## src/rtl/if_id_queue_pkg.sv

```systemverilog
// Shared types and widths for the fetch/decode decoupling queue.
//   IfqDepth   default queue depth
//   BusPcW     program-counter width
//   BusInstW   instruction-word width
//   ifq_entry_t  one stored {pc, inst} pair
//   pc_misaligned  true when the low pc bits are not word aligned
package if_id_queue_pkg;

  localparam int unsigned IfqDepth = 4;
  localparam int unsigned BusPcW   = 64;
  localparam int unsigned BusInstW = 32;

  typedef struct packed {
    logic [BusPcW-1:0]   pc;
    logic [BusInstW-1:0] inst;
  } ifq_entry_t;

  function automatic logic pc_misaligned(input logic [1:0] pc_lsb);
    return pc_lsb != 2'b00;
  endfunction

endpackage

```

## src/rtl/if_id_queue_ctrl.sv

```systemverilog
// Generic synchronous FIFO control: read/write pointers, occupancy, full/empty.
//   clk_i       rising-edge clock
//   rst_i       synchronous active-high reset
//   flush_i     drop every entry; wins over push/pop
//   push_req_i  producer offers an entry
//   pop_req_i   consumer takes the head
//   push_o      accepted push (write enable for storage)
//   pop_o       accepted pop
//   wr_ptr_o    storage slot for the next push
//   rd_ptr_o    storage slot of the head
//   count_o     occupancy, 0..DEPTH
//   full_o      count_o == DEPTH
//   empty_o     count_o == 0
module if_id_queue_ctrl #(
  parameter int unsigned DEPTH = 4,
  parameter int unsigned PTR_W = 2
) (
  input  logic             clk_i,
  input  logic             rst_i,
  input  logic             flush_i,
  input  logic             push_req_i,
  input  logic             pop_req_i,
  output logic             push_o,
  output logic             pop_o,
  output logic [PTR_W-1:0] wr_ptr_o,
  output logic [PTR_W-1:0] rd_ptr_o,
  output logic [PTR_W:0]   count_o,
  output logic             full_o,
  output logic             empty_o
);

  localparam logic [PTR_W:0] CountFull = (PTR_W + 1)'(DEPTH);

  logic [PTR_W-1:0] wr_ptr_q, wr_ptr_d;
  logic [PTR_W-1:0] rd_ptr_q, rd_ptr_d;
  logic [PTR_W:0]   count_q, count_d;

  // Full/empty depend on registered count only, so neither handshake
  // input reaches the opposite ready/valid combinationally.
  assign full_o  = (count_q == CountFull);
  assign empty_o = (count_q == '0);

  // A full queue refuses a push even when a pop happens in the same cycle.
  assign push_o = push_req_i & ~full_o & ~flush_i;
  assign pop_o  = pop_req_i & ~empty_o & ~flush_i;

  always_comb begin
    wr_ptr_d = wr_ptr_q;
    rd_ptr_d = rd_ptr_q;
    count_d  = count_q;
    if (flush_i) begin
      wr_ptr_d = '0;
      rd_ptr_d = '0;
      count_d  = '0;
    end else begin
      if (push_o) wr_ptr_d = wr_ptr_q + PTR_W'(1);
      if (pop_o)  rd_ptr_d = rd_ptr_q + PTR_W'(1);
      if (push_o && !pop_o) begin
        count_d = count_q + (PTR_W + 1)'(1);
      end else if (pop_o && !push_o) begin
        count_d = count_q - (PTR_W + 1)'(1);
      end
    end
  end

  always_ff @(posedge clk_i) begin
    if (rst_i) begin
      wr_ptr_q <= '0;
      rd_ptr_q <= '0;
      count_q  <= '0;
    end else begin
      wr_ptr_q <= wr_ptr_d;
      rd_ptr_q <= rd_ptr_d;
      count_q  <= count_d;
    end
  end

  assign wr_ptr_o = wr_ptr_q;
  assign rd_ptr_o = rd_ptr_q;
  assign count_o  = count_q;

endmodule

```

## src/rtl/if_id_queue.sv

```systemverilog
// Decoupling queue between the fetch stage and decode. Holds up to DEPTH
// fetched {pc, inst} pairs and presents the oldest to decode via valid/ready.
//   clk          rising-edge clock
//   rst          synchronous active-high reset
//   in_valid     fetch presents an instruction
//   in_ready     queue can accept (registered-state function only)
//   in_pc        pc of the fetched instruction
//   in_inst      fetched instruction word
//   flush        taken jump: discard all entries
//   out_valid    head entry valid toward decode
//   out_ready    decode consumes the head
//   out_pc       head pc (0 when empty)
//   out_inst     head instruction (0 when empty)
//   out_misalign head pc[1:0] != 0 (0 when empty)
//   count        occupancy, 0..DEPTH
module if_id_queue
  import if_id_queue_pkg::*;
#(
  parameter int unsigned DEPTH = IfqDepth,
  parameter int unsigned PTR_W = $clog2(DEPTH)
) (
  input  logic                clk,
  input  logic                rst,
  input  logic                in_valid,
  output logic                in_ready,
  input  logic [BusPcW-1:0]   in_pc,
  input  logic [BusInstW-1:0] in_inst,
  input  logic                flush,
  output logic                out_valid,
  input  logic                out_ready,
  output logic [BusPcW-1:0]   out_pc,
  output logic [BusInstW-1:0] out_inst,
  output logic                out_misalign,
  output logic [PTR_W:0]      count
);

  logic             push;
  logic             pop;
  logic             full;
  logic             empty;
  logic [PTR_W-1:0] wr_ptr;
  logic [PTR_W-1:0] rd_ptr;

  ifq_entry_t mem_q [DEPTH];
  ifq_entry_t head;

  if_id_queue_ctrl #(
    .DEPTH (DEPTH),
    .PTR_W (PTR_W)
  ) u_ctrl (
    .clk_i      (clk),
    .rst_i      (rst),
    .flush_i    (flush),
    .push_req_i (in_valid),
    .pop_req_i  (out_ready),
    .push_o     (push),
    .pop_o      (pop),
    .wr_ptr_o   (wr_ptr),
    .rd_ptr_o   (rd_ptr),
    .count_o    (count),
    .full_o     (full),
    .empty_o    (empty)
  );

  assign in_ready  = ~full;
  assign out_valid = ~empty;

  // Storage needs no reset: a slot is only read after it has been written.
  always_ff @(posedge clk) begin
    if (push) begin
      mem_q[wr_ptr] <= '{pc: in_pc, inst: in_inst};
    end
  end

  // Empty queue drives zeros rather than stale storage.
  always_comb begin
    head         = mem_q[rd_ptr];
    out_pc       = '0;
    out_inst     = '0;
    out_misalign = 1'b0;
    if (!empty) begin
      out_pc       = head.pc;
      out_inst     = head.inst;
      out_misalign = pc_misaligned(head.pc[1:0]);
    end
  end

  a_count_bound : assert property (@(posedge clk) disable iff (rst) 32'(count) <= DEPTH);
  a_no_underflow : assert property (@(posedge clk) disable iff (rst) !(pop && empty));

endmodule

```

## config.mk

```make
export PLATFORM = sky130hd
export DESIGN_NAME = if_id_queue
export DESIGN_NICKNAME = d
export VERILOG_FILES = /design/src/rtl/if_id_queue_pkg.sv /design/src/rtl/if_id_queue_ctrl.sv /design/src/rtl/if_id_queue.sv
export SDC_FILE = /design/constraint.sdc
export NUM_CORES = 1
export LEC_CHECK = 0
export BUFFER_PORTS_ARGS = -buffer_cell sky130_fd_sc_hd__buf_2
export CAP_MARGIN = 20
export CORE_ASPECT_RATIO = 1.5
export CORE_MARGIN = 2
export CORE_UTILIZATION = 35
export CTS_BUF_LIST = sky130_fd_sc_hd__clkbuf_16
export DETAILED_ROUTE_END_ITERATION = 6
export SYNTH_ARGS = -nofsm -noshare
export SYNTH_HDL_FRONTEND = slang
export SYNTH_HIERARCHICAL = 1
export SYNTH_SLANG_ARGS = --single-unit
```

## constraint.sdc

```tcl
create_clock -name clk -period 11.2 [get_ports clk]
set_input_delay 0 -clock clk [delete_from_list [all_inputs] [get_ports clk]]
set_output_delay 0 -clock clk [all_outputs]
set_load 0.05 [all_outputs]
```

==> run_results.csv <==
group,metric,value,unit
die,die_w,172,um
clocking,cts_tree,"built",
placement,portBuffers,202,
setup_path,required,11.36,ns
hold_path,min_path_type,"in -> reg",
clocking,cts_hold_buf,102,
placement,dpl-instance-area,0.0165,mm^2
drt,vias_per_cell,4.72,
power,pwr-share-clk,40.7,%
global_route,antenna_found_initial,3,
timing,worstMarginPinSlew,0.928,ns
global_route,overflow,0,
logic_synthesis,syn-mean-instance-area,22.7,um^2
cells_and_area,multi_input_area,0.00303,mm^2
timing,min_period,3.28,ns
timing,setup_viol,0,
setup_path,arrival,3.44,ns
placement,place_hpwl,17.4,mm
cells_and_area,regArea,0.0117,mm^2
drt,dr.pass1.iters,4,
die,die_h,257,um
die,ios,203,
power,pwr_density_cell,173,mW/mm^2
logic_synthesis,syn-cell-area,0.0149,mm^2
power,power_frac_seq,50.3,%
cells_and_area,final_common_cell,"edfxtp_1",
power,switching_power,729,uW
cells_and_area,drive_gt1_share,37.3,%
setup_path,cp-start-kind,"flop",
logic_synthesis,syn_inst,655,
die,core,0.0420,mm^2
setup_path,critical_path_class,"reg -> reg",
timing,hold_viol,0,
clocking,root_buffer,"clkbuf_16",
power,switching_share,22.4,%
cells_and_area,fillers,3603,
power,comb_power_share,8.9,%
global_route,grt_pass1_vias,8168,
flow_run,maxCapViolations,0,
power,ir_worst_vdd,0.141,mV
clocking,clk_path_buf_depth,3,
timing,rsz0062_at_grt,"false",
cells_and_area,final_cell_mix,"edfxtp_1, buf_2, dlygate4sd3_1",
cells_and_area,syn_to_final_growth,26.9,%
timing,layout_worst_path_cycle_share,29.3,%
setup_path,cp_max_fo,44,
setup_path,end_kind,"flop",
clocking,numCtsBuffers,38,
die,die_area,0.0442,mm^2
placement,gp_congestion,0.687,
cells_and_area,nets,1081,
drt,route.vias.total,7415,
global_route,grt_max_degree,70,
cells_and_area,fin_util,44.9,%
drt,wl,30.7,mm
timing,fin_hold_ws,0.213,ns
clocking,cts.sinks,391,
clocking,clock_latency,0.53,ns
drt,wl_per_cell,19.6,um
global_route,grt_pass1_wl,47.0,mm
clocking,clk_pin_slew,0.06,ns
global_route,grt_util_all_layers,14.1,%
timing,max_freq,304,MHz
logic_synthesis,yosys_warnings,6,
die,rows,92,
power,internal_power,2.53,mW
timing,skew,0.00869,ns
timing,setup_tns,0,ns
power,p_leak,6.51,nW
logic_synthesis,synth_nets,758,
clocking,post_cts_buffers,0,
cells_and_area,stdcell_area,0.0189,mm^2
cells_and_area,antenna_cells,0,
clocking,cts_resized,0,
timing,relSlewSlack,38.1,%
drt,drc,0,
clocking,htreeDepth,2,
timing,slew_viol_final,0,
die,start_util,35.4,%
drt,drt-initial-drc-count,374,
status,status,"completed",
power,power,3.26,mW
drt,ant_nets,0,
==> final timing paths <==
path,startpoint,endpoint,slack [ns],depth (start not counted)
max,u_ctrl/count_o[0],mem_q[2][81],7.92,6
max reg2reg,u_ctrl/count_o[0],mem_q[2][81],7.92,6
min,in_inst[28],mem_q[1][28],0.21,2
min reg2reg,u_ctrl/count_o[2],u_ctrl/count_o[2],0.56,2
==> cell type report <==
class	instances	share of cell area (%)
inverter	4	0.0795
tap	564	3.74
multi-input combinational	227	16.0
clock inverter	29	1.52
sequential	391	61.9
timing repair buffer	316	11.3
clock buffer	41	5.43
==> metal layers <==
layer / share of wire, % / global-route usage, % / vias to the layer above
met5: 0.091 / 0 / -
met4: 2.7 / 4.72 / 6
met3: 3.9 / 2.61 / 51
met2: 53 / 25.6 / 180
met1: 41 / 16.6 / 3850
li1: - / - / 3328
==> state kept, by name (all words and copies together), names as in the netlist <==
| signal | flops |
|---|---|
| mem_q | 384 |
| u_ctrl/count_o | 3 |
| u_ctrl/rd_ptr_o | 2 |
| u_ctrl/wr_ptr_o | 2 |
==> power by group through the flow <==
| stage | combinational, mW | clock, mW | sequential, mW |
|---|---|---|---|
| floorplan | 0.179 | 0 | 1.68 |
| global placement | 0.263 | 0 | 1.67 |
| detailed placement | 0.265 | 0 | 1.67 |
| CTS | 0.295 | 1.36 | 1.64 |
| global route | 0.310 | 1.42 | 1.64 |
| finish | 0.290 | 1.33 | 1.64 |
==> critical path, stage by stage (launching register included) <==
cell,delay (ns)
dfxtp_1,0.49
nor3b_2,0.14
nor3_1,0.41
nand2_1,0.17
nor2_4,0.32
buf_4,0.67
buf_4,0.69
==> metrics by stage <==
step / worst slack, ns / cells
final: 7.92 / 1572
after CTS: 7.80 / 1571
after detailed placement: 7.81 / 1399
after global placement: 7.87 / 1399
after global routing: 7.66 / 1572
after floorplan: 2.26 / 655
Power figures use the tool's default switching activity.
